$ cat src/rtl/countdown_timer_core_if.sv
// Command/status bundle for countdown_timer_core.
// The master side drives the command pulses. The slave side (the timer) drives the status.
interface countdown_timer_core_if;
  logic        start_stop;
  logic        load;
  logic [11:0] preset_s;
  logic [1:0]  state;
  logic [11:0] remaining_s;
  logic [15:0] bcd_digits;
  logic        tick_1s;
  logic        alarm;
  logic        alarm_blink;

  modport master (
    output start_stop, load, preset_s,
    input  state, remaining_s, bcd_digits,
    input  tick_1s, alarm, alarm_blink
  );

  modport slave (
    input  start_stop, load, preset_s,
    output state, remaining_s, bcd_digits,
    output tick_1s, alarm, alarm_blink
  );
endinterface

$ cat src/rtl/countdown_timer_core.sv
// Runnable mm:ss countdown timer with pause, preset load and blinking alarm.
// Keeps the binary and BCD views of the remaining time in lock-step.
module countdown_timer_core #(
  parameter int CLK_FREQ_HZ = 50_000_000,
  parameter int PRESET_S    = 150,
  parameter int MAX_S       = 3599,
  parameter int BLINK_DIV   = 25_000_000
) (
  input logic                  clk,
  input logic                  rst,
  countdown_timer_core_if.slave tmr
);

  localparam int PW = (CLK_FREQ_HZ > 1) ? $clog2(CLK_FREQ_HZ) : 1;
  localparam int BW = (BLINK_DIV > 1) ? $clog2(BLINK_DIV) : 1;

  typedef enum logic [1:0] {
    S_IDLE  = 2'd0,
    S_RUN   = 2'd1,
    S_PAUSE = 2'd2,
    S_DONE  = 2'd3
  } state_e;

  // Split 0..59 into tens/ones via reciprocal multiply.
  function automatic logic [7:0] split10(
    input logic [5:0] v
  );
    logic [15:0] p;
    logic [3:0]  t;
    p = 16'(v) * 16'd205;
    t = 4'(p >> 11);
    return {t, 4'(v - 6'(t) * 6'd10)};
  endfunction

  // Seconds to mm:ss BCD; 2185/2^17 is exact for 0..3599.
  function automatic logic [15:0] bin2bcd(
    input logic [11:0] s
  );
    logic [23:0] pm;
    logic [5:0]  m;
    logic [5:0]  sec;
    pm  = 24'(s) * 24'd2185;
    m   = 6'(pm >> 17);
    sec = 6'(s - 12'(m) * 12'd60);
    return {split10(m), split10(sec)};
  endfunction

  // Borrow-chain decrement of a non-zero mm:ss BCD value.
  function automatic logic [15:0] bcd_dec(
    input logic [15:0] b
  );
    logic [3:0] mt, mo, st, so;
    {mt, mo, st, so} = b;
    if (so != 4'd0) begin
      so = so - 4'd1;
    end else begin
      so = 4'd9;
      if (st != 4'd0) begin
        st = st - 4'd1;
      end else begin
        st = 4'd5;
        if (mo != 4'd0) begin
          mo = mo - 4'd1;
        end else begin
          mo = 4'd9;
          mt = mt - 4'd1;
        end
      end
    end
    return {mt, mo, st, so};
  endfunction

  state_e         state_q, state_d;
  logic [11:0]    rem_q, rem_d;
  logic [15:0]    bcd_q, bcd_d;
  logic [11:0]    rld_q, rld_d;
  logic [15:0]    rbcd_q, rbcd_d;
  logic [PW-1:0]  presc_q, presc_d;
  logic           tick_q, tick_d;
  logic           alarm_q, alarm_d;
  logic           blink_q, blink_d;
  logic [BW-1:0]  bcnt_q, bcnt_d;

  logic [11:0]    ld_val;
  logic [15:0]    ld_bcd;
  logic           term;

  assign ld_val = (tmr.preset_s > 12'(MAX_S)) ?
                  12'(MAX_S) : tmr.preset_s;
  assign ld_bcd = bin2bcd(ld_val);
  assign term   = (presc_q == PW'(CLK_FREQ_HZ - 1));

  // Next-state, counters and alarm blink.
  always_comb begin
    state_d = state_q;
    rem_d   = rem_q;
    bcd_d   = bcd_q;
    rld_d   = rld_q;
    rbcd_d  = rbcd_q;
    presc_d = presc_q;
    tick_d  = 1'b0;
    alarm_d = 1'b0;
    blink_d = 1'b0;
    bcnt_d  = '0;

    unique case (state_q)
      S_IDLE: begin
        if (tmr.load) begin
          rem_d   = ld_val;
          bcd_d   = ld_bcd;
          rld_d   = ld_val;
          rbcd_d  = ld_bcd;
          presc_d = '0;
        end else if (tmr.start_stop &&
                     rem_q != 12'd0) begin
          state_d = S_RUN;
          presc_d = '0;
        end
      end
      S_RUN: begin
        presc_d = term ? '0 : presc_q + PW'(1);
        if (term) begin
          rem_d  = rem_q - 12'd1;
          bcd_d  = bcd_dec(bcd_q);
          tick_d = 1'b1;
        end
        if (term && rem_q == 12'd1) begin
          state_d = S_DONE;
        end else if (tmr.start_stop) begin
          state_d = S_PAUSE;
        end
      end
      S_PAUSE: begin
        if (tmr.load) begin
          rem_d   = ld_val;
          bcd_d   = ld_bcd;
          rld_d   = ld_val;
          rbcd_d  = ld_bcd;
          presc_d = '0;
          state_d = S_IDLE;
        end else if (tmr.start_stop) begin
          state_d = S_RUN;
        end
      end
      S_DONE: begin
        if (tmr.load) begin
          rem_d   = ld_val;
          bcd_d   = ld_bcd;
          rld_d   = ld_val;
          rbcd_d  = ld_bcd;
          presc_d = '0;
          state_d = S_IDLE;
        end else if (tmr.start_stop) begin
          rem_d   = rld_q;
          bcd_d   = rbcd_q;
          state_d = S_IDLE;
        end
      end
      default: state_d = S_IDLE;
    endcase

    if (state_d == S_DONE) begin
      alarm_d = 1'b1;
      if (state_q != S_DONE) begin
        blink_d = 1'b1;
      end else if (bcnt_q == BW'(BLINK_DIV - 1)) begin
        blink_d = ~blink_q;
      end else begin
        blink_d = blink_q;
        bcnt_d  = bcnt_q + BW'(1);
      end
    end
  end

  // State and output registers with synchronous reset.
  always_ff @(posedge clk) begin
    if (rst) begin
      state_q <= S_IDLE;
      rem_q   <= 12'(PRESET_S);
      bcd_q   <= bin2bcd(12'(PRESET_S));
      rld_q   <= 12'(PRESET_S);
      rbcd_q  <= bin2bcd(12'(PRESET_S));
      presc_q <= '0;
      tick_q  <= 1'b0;
      alarm_q <= 1'b0;
      blink_q <= 1'b0;
      bcnt_q  <= '0;
    end else begin
      state_q <= state_d;
      rem_q   <= rem_d;
      bcd_q   <= bcd_d;
      rld_q   <= rld_d;
      rbcd_q  <= rbcd_d;
      presc_q <= presc_d;
      tick_q  <= tick_d;
      alarm_q <= alarm_d;
      blink_q <= blink_d;
      bcnt_q  <= bcnt_d;
    end
  end

  assign tmr.state       = state_q;
  assign tmr.remaining_s = rem_q;
  assign tmr.bcd_digits  = bcd_q;
  assign tmr.tick_1s     = tick_q;
  assign tmr.alarm       = alarm_q;
  assign tmr.alarm_blink = blink_q;

endmodule

$ cat src/flat_wrapper.sv
// flat-port wrapper written by rule: the top's interface ports become plain ports
module countdown_timer_core_flat 
#(
  parameter int CLK_FREQ_HZ = 50_000_000,
  parameter int PRESET_S    = 150,
  parameter int MAX_S       = 3599,
  parameter int BLINK_DIV   = 25_000_000
)
  (clk, rst, tmr_start_stop, tmr_load, tmr_preset_s, tmr_state, tmr_remaining_s, tmr_bcd_digits, tmr_tick_1s, tmr_alarm, tmr_alarm_blink);
  countdown_timer_core_if tmr_i ();
  input logic clk;
  input logic rst;
  input wire logic [$bits(tmr_i.start_stop)-1:0] tmr_start_stop;
  input wire logic [$bits(tmr_i.load)-1:0] tmr_load;
  input wire logic [$bits(tmr_i.preset_s)-1:0] tmr_preset_s;
  output wire logic [$bits(tmr_i.state)-1:0] tmr_state;
  output wire logic [$bits(tmr_i.remaining_s)-1:0] tmr_remaining_s;
  output wire logic [$bits(tmr_i.bcd_digits)-1:0] tmr_bcd_digits;
  output wire logic [$bits(tmr_i.tick_1s)-1:0] tmr_tick_1s;
  output wire logic [$bits(tmr_i.alarm)-1:0] tmr_alarm;
  output wire logic [$bits(tmr_i.alarm_blink)-1:0] tmr_alarm_blink;
  assign tmr_i.start_stop = tmr_start_stop;
  assign tmr_i.load = tmr_load;
  assign tmr_i.preset_s = tmr_preset_s;
  assign tmr_state = tmr_i.state;
  assign tmr_remaining_s = tmr_i.remaining_s;
  assign tmr_bcd_digits = tmr_i.bcd_digits;
  assign tmr_tick_1s = tmr_i.tick_1s;
  assign tmr_alarm = tmr_i.alarm;
  assign tmr_alarm_blink = tmr_i.alarm_blink;
  countdown_timer_core #(.CLK_FREQ_HZ(CLK_FREQ_HZ), .PRESET_S(PRESET_S), .MAX_S(MAX_S), .BLINK_DIV(BLINK_DIV)) u_core (.clk(clk), .rst(rst), .tmr(tmr_i));
endmodule
$ cat config.mk
export PLATFORM = sky130hd
export DESIGN_NAME = countdown_timer_core_flat
export DESIGN_NICKNAME = d
export VERILOG_FILES = /design/src/rtl/countdown_timer_core_if.sv /design/src/rtl/countdown_timer_core.sv /design/src/flat_wrapper.sv
export SDC_FILE = /design/constraint.sdc
export NUM_CORES = 1
export LEC_CHECK = 0
export ABC_CLOCK_PERIOD_IN_PS = 9140
export CAP_MARGIN = 20
export CELL_PAD_IN_SITES_DETAIL_PLACEMENT = 1
export CELL_PAD_IN_SITES_GLOBAL_PLACEMENT = 1
export CORE_MARGIN = 4
export CORE_UTILIZATION = 45
export CTS_CLUSTER_SIZE = 12
export DETAILED_ROUTE_END_ITERATION = 10
export DONT_BUFFER_PORTS = 1
export HOLD_SLACK_MARGIN = 0.15
export PLACE_DENSITY_LB_ADDON = 0.1
export SYNTH_ARGS = -nofsm -noshare
export SYNTH_HDL_FRONTEND = slang
export SYNTH_SLANG_ARGS = --single-unit
$ cat constraint.sdc
create_clock -name clk -period 9.14 [get_ports clk]
set_input_delay 0.457 -clock clk [delete_from_list [all_inputs] [get_ports clk]]
set_output_delay 0.457 -clock clk [all_outputs]
set_load 0.01 [all_outputs]
==> results of run 1 <==
## kinds of logic (layout without fill, tap and decap cells)
family | count (synthesis) | count (layout) | share of synthesized area
adder cells (fa/ha/maj) | 138 | 138 | 0.227
flip-flops | 109 | 109 | 0.263
XOR/XNOR | 71 | 71 | 0.0776
AND/OR/NAND/NOR | 326 | 326 | 0.193
buffers and inverters | 124 | 161 | 0.0575
multiplexers | 4 | 4 | 0.00483
AO/OA/AOI/OAI | 215 | 215 | 0.176
## layout make-up
class	instances	area, µm²	area share
clock inverter	5	60.1	0.00631
sequential	109	2180	0.229
inverter	83	312	0.0327
tap	229	287	0.0301
multi-input combinational	754	5960	0.626
clock buffer	10	229	0.0240
timing repair buffer	63	495	0.0520
## cells in the mapped netlist, drive strengths merged (21+ instances only)
master and n:
inv 83, nand2 79, nand3 32, xnor2 32
xor2 38, ha 117, o21ai 48, clkbuf 37
dfxtp 109, a21oi 70, fa 21, nor2 114
## layer usage
layer	track usage	vias to the layer above	part of all wire
met1	0.307	3452	0.47
met3	0.0393	12	0.034
met4	0.0406	0	0.0072
met5	0	-	0
li1	-	3521	-
met2	0.405	84	0.49
## repair_timing
action / 4_1_cts / 5_1_grt
hold endpoints to repair: 0 / 4
setup buffers: 2 / 4
endpoints found under the setup margin: 2 / 6
hold buffers: 0 / 1
resized for setup: 4 / 39
pin swaps: 5 / 20
## per-stage QoR
stage               std cells  instance area, µm²  hold WS, ps  setup slack, ps   util
detailed placement       1230                8870          449             -582  0.492
floorplan                 987                8330          426             38.8      -
CTS                      1247                9190          152             18.4  0.510
global placement         1230                8870          436             -160  0.492
finish                   1253                9520          167              219  0.528
global route             1253                9520          152             -155  0.528
## path summary, 6_finish.rpt
kind / endpoint / start / slack (ps) / cells past startpoint
hold / removal: u_core.tmr.bcd_digits[10] / rst / 170 / 1
hold reg to reg: u_core.rbcd_q[2] / u_core.rbcd_q[2] / 460 / 2
setup reg to reg: u_core.tmr.bcd_digits[3] / u_core.tmr.state[1] / 5810 / 8
setup / recovery: u_core.rbcd_q[3] / tmr_preset_s[5] / 220 / 47
## flip-flops by register name, summed over array words and instances (netlist names)
| signal | cells |
|---|---|
| u_core.presc_q | 26 |
| u_core.tmr.bcd_digits | 16 |
| u_core.bcnt_q | 25 |
| u_core.tmr.alarm_blink | 1 |
| u_core.rbcd_q | 13 |
| u_core.tmr.tick_1s | 1 |
| u_core.tmr.alarm | 1 |
| u_core.tmr.state | 2 |
| u_core.tmr.remaining_s | 12 |
| u_core.rld_q | 12 |
==> results.yml, run 1 <==
synth:
  synth_seq_cells: 109
  synth_edf_count: 0
  synthDistinctLibCells: 79
  synthesis.area_mm2: 0.00829
  synth_top_area_frac: 0.263
  syn_nets: 1141
  yosysTopAreaCell: "dfxtp_1"
  async_flop_share: 0
  synth_cells: 987
  syn_area_per_cell_um2: 8.40
  yosys_warnings: 0
  ys.flop_type: "dfxtp_1"
  synth_seq_area_share: 0.263
  ys_top_cells_by_area: "dfxtp_1, ha_1, nor2_1"
sta:
  slew_violations: 0
  finalCritPeriodShare: 0.976
  setup_tns_ps: 0
  fmax_ghz: 0.112
  slew_headroom: 0.353
  min_period_ps: 8920
  worstMarginPinSlew_ps: 970
  setup_violations: 0
  finalHoldViolCount: 0
  skew_ps: 9.75
routing:
  drc: 0
  ant_nets: 0
  drt-initial-drc-count: 280
  firstDrtPassIters: 4
  wl_per_cell_um: 18.8
  vias: 7069
  viasPerCell: 5.64
  routed_wl_mm: 23.6
critical_path:
  crit_path_max_fanout: 4
  crit_type: "primary input to flip-flop"
  crit_family: "adder cells"
  worst_setup_path_start_kind: "primary input"
  slowest_stage: "fa_1"
  end_kind: "flip-flop"
  max_stage_delay_ps: 510
  crit_top_cell: "inv_1"
  cp.buffers_inverters: 8
  required_ps: 9350
  arrival_ps: 9130
grt:
  grt-ovfl-total: 0
  track_usage: 0.233
  grt_pass1_wl_mm: 38.6
  grt_max_degree: 45
  antenna_found_initial: 0
  grt_pass1_vias: 7538
clock_network:
  cts_buffers: 9
  cts_sinks: 109
  clk_pin_slew_worst_paths_ps: 80
  insertion_delay_ps: 360
  clk_path_buf_depth: 2
  cts_tree: "done"
  clock-root-buffer: "clkbuf_16"
  htreeDepth: 3
floorplanning:
  die_w_um: 144
  core_mm2: 0.0180
  die_height_um: 144
  dieArea_mm2: 0.0206
  initial_utilization: 0.460
  rows: 49
  ios: 49
cells_and_area:
  mostFrequentLayoutCells: "nor2_1, dfxtp_1, ha_1"
  fillers: 2159
  antenna_cells: 0
  syn_to_final_growth_pct: 14.9
  final_net_count: 1174
  layout-drive-gt1-share: 0.146
placed_design:
  io_buffers: 0
  hpwl_mm: 17.6
  place_congestion: 0.798
flow_run:
  max_cap_violations: 0
outcome:
  status: "finished clean"
worst_hold_path:
  hold_path.class: "primary input to flip-flop"
Power of run 1 is left out: the tool's default activity adds up to more than one toggle a clock period on the data nets, which glitch-free logic cannot reach.
==> inputs of run 2 (changes only) <==
- ABC_AREA: not set -> 1
- CORE_UTILIZATION: 45 -> 44
==> run 2 against run 1 <==
Net effect:
- clock-buffer cell count decreased by 1
- global-route usage decreased by 1.1 points
- setup slack improved by 160 ps
- critical path depth decreased by 3
- die area increased by 6.1%
- non-clock buffer count decreased by 29
- first-iteration DRC count increased by 6.8%
- sequential cell count unchanged
- wire length increased by 3.9%
- clock skew increased by 3.9 ps
- critical endpoint is now u_core.tmr.bcd_digits[2]
- highest routed layer unchanged
==> results.yml, run 2 <==
floorplanning:
  core_mm2: 0.0190
  rows: 50
  die_height_um: 148
  ios: 49
  die_w_um: 148
  dieArea_mm2: 0.0219
  initial_utilization: 0.453
grt:
  grt_pass1_vias: 8039
  grt-ovfl-total: 0
  grt_max_degree: 41
  grt_pass1_wl_mm: 40.2
  track_usage: 0.222
  antenna_found_initial: 0
routing:
  ant_nets: 0
  vias: 7818
  drc: 0
  routed_wl_mm: 24.5
  viasPerCell: 5.39
  drt-initial-drc-count: 299
  wl_per_cell_um: 16.9
  firstDrtPassIters: 4
sta:
  finalHoldViolCount: 0
  slew_headroom: 0.546
  setup_violations: 0
  min_period_ps: 8760
  worstMarginPinSlew_ps: 676
  finalCritPeriodShare: 0.958
  slew_violations: 0
  fmax_ghz: 0.114
  skew_ps: 13.7
critical_path:
  cp.buffers_inverters: 6
  crit_top_cell: "ha_1"
  slowest_stage: "fa_1"
  required_ps: 9360
  crit_type: "primary input to flip-flop"
  max_stage_delay_ps: 580
  timing.rr.start: "u_core.tmr.state[1]"
  crit_family: "adder cells"
  startpoint: "tmr_preset_s[5]"
  rrSetupSlack_ps: 5900
  worst_setup_path_start_kind: "primary input"
  arrival_ps: 8970
  crit_path_max_fanout: 6
  end_kind: "flip-flop"
clock_network:
  clk_pin_slew_worst_paths_ps: 80
  htreeDepth: 3
  clk_path_buf_depth: 2
  cts_buffers: 9
  cts_sinks: 109
  insertion_delay_ps: 360
  cts_tree: "done"
  clock-root-buffer: "clkbuf_16"
cells_and_area:
  fillers: 2449
  post-route-util: 0.504
  final_net_count: 1339
  mostFrequentLayoutCells: "inv_1, nand2_1, ha_1, dfxtp_1, a21oi_1"
  layout-drive-gt1-share: 0.122
  syn_to_final_growth_pct: 11.2
  largest_reg_flops: 26
  top_register: "u_core.presc_q"
  final_common_cell: "inv_1"
  antenna_cells: 0
placed_design:
  io_buffers: 0
  hpwl_mm: 18.6
  place_congestion: 0.857
synth:
  synth_top_area_frac: 0.253
  yosys_warnings: 0
  synth_seq_cells: 109
  async_flop_share: 0
  synthMostInstantiatedCell: "inv_1"
  synth_edf_count: 0
  synth_seq_area_share: 0.253
  yosysTopAreaCell: "dfxtp_1"
  ys_top_cells_by_area: "dfxtp_1, ha_1, inv_1"
  ys.flop_type: "dfxtp_1"
  syn_nets: 1323
  synthDistinctLibCells: 60
  synthesis.area_mm2: 0.00862
  syn_area_per_cell_um2: 7.38
  synth_cells: 1169
  synth_commonest_cells: "inv_1, nand2_1, ha_1, dfxtp_1, a21oi_1"
worst_hold_path:
  min_from: "rst"
  hold_path.class: "primary input to flip-flop"
outcome:
  status: "finished clean"
flow_run:
  max_cap_violations: 0
run 2: worst paths after layout:
check,endpoint,depth (start not counted)
worst min register to register,u_core.bcnt_q[0],1
worst min-delay path,u_core.presc_q[1],1
worst max-delay path,u_core.tmr.bcd_digits[2],44
worst max register to register,u_core.tmr.bcd_digits[15],13
run 2: final cells by class:
cell class,count,area (µm²),share of cell area
Multi-Input combinational cell,841,5810,0.606
Sequential cell,109,2180,0.228
Inverter,190,714,0.0745
Tap cell,260,325,0.0339
Timing Repair Buffer,34,258,0.0269
Clock buffer,9,225,0.0235
Clock inverter,7,75.1,0.00783
run 2: through the flow:
stage	std cells	hold WS (ps)	setup TNS, ps	instance area (µm²)	setup WS [ps]
after floorplan	1169	418	0	8620	304
after global placement	1425	434	0	9020	10.2
after detailed placement	1425	446	-454	9020	-203
after CTS	1442	153	0	9330	91.0
after global routing	1450	155	-231	9590	-117
final	1450	162	0	9590	384
run 2: worst register-to-register path, stage by stage (launching register included):
cell and delay, ps:
dfxtp_1 560, nor2_2 70, buf_4 210, inv_2 430
nor2_1 250, nor2_2 270, nand2_2 220, nor2_4 210
nand2_2 170, nor2_4 190, inv_2 60, nor2_1 260
o221ai_1 150, a21oi_1 140
run 2: repair_timing:
action | CTS | global route
buffers inserted | 0 | 8
hold endpoints to repair | 2 | 0
gates resized for setup | 0 | 35
setup endpoints to repair | 0 | 8
hold buffers | 1 | 0
run 2: cells by family (layout without fill, tap and decap cells):
logic type      count (synthesis)  in the layout  share of synthesized area
simple gates                  412            412                      0.230
flops                         109            109                      0.253
buf+inv                       219            240                     0.0965
fa+ha+maj                     138            138                      0.218
compound gates                268            268                      0.178
xor+xnor                       23             23                     0.0234
run 2: routing by layer:
metal	up-vias	wire (µm)	GRT usage
met5	-	0	0
met4	0	323	0.0517
met3	22	1070	0.0402
met2	98	11600	0.371
met1	3756	11500	0.299
li1	3942	-	-
Power of run 2 is left out for the same reason.
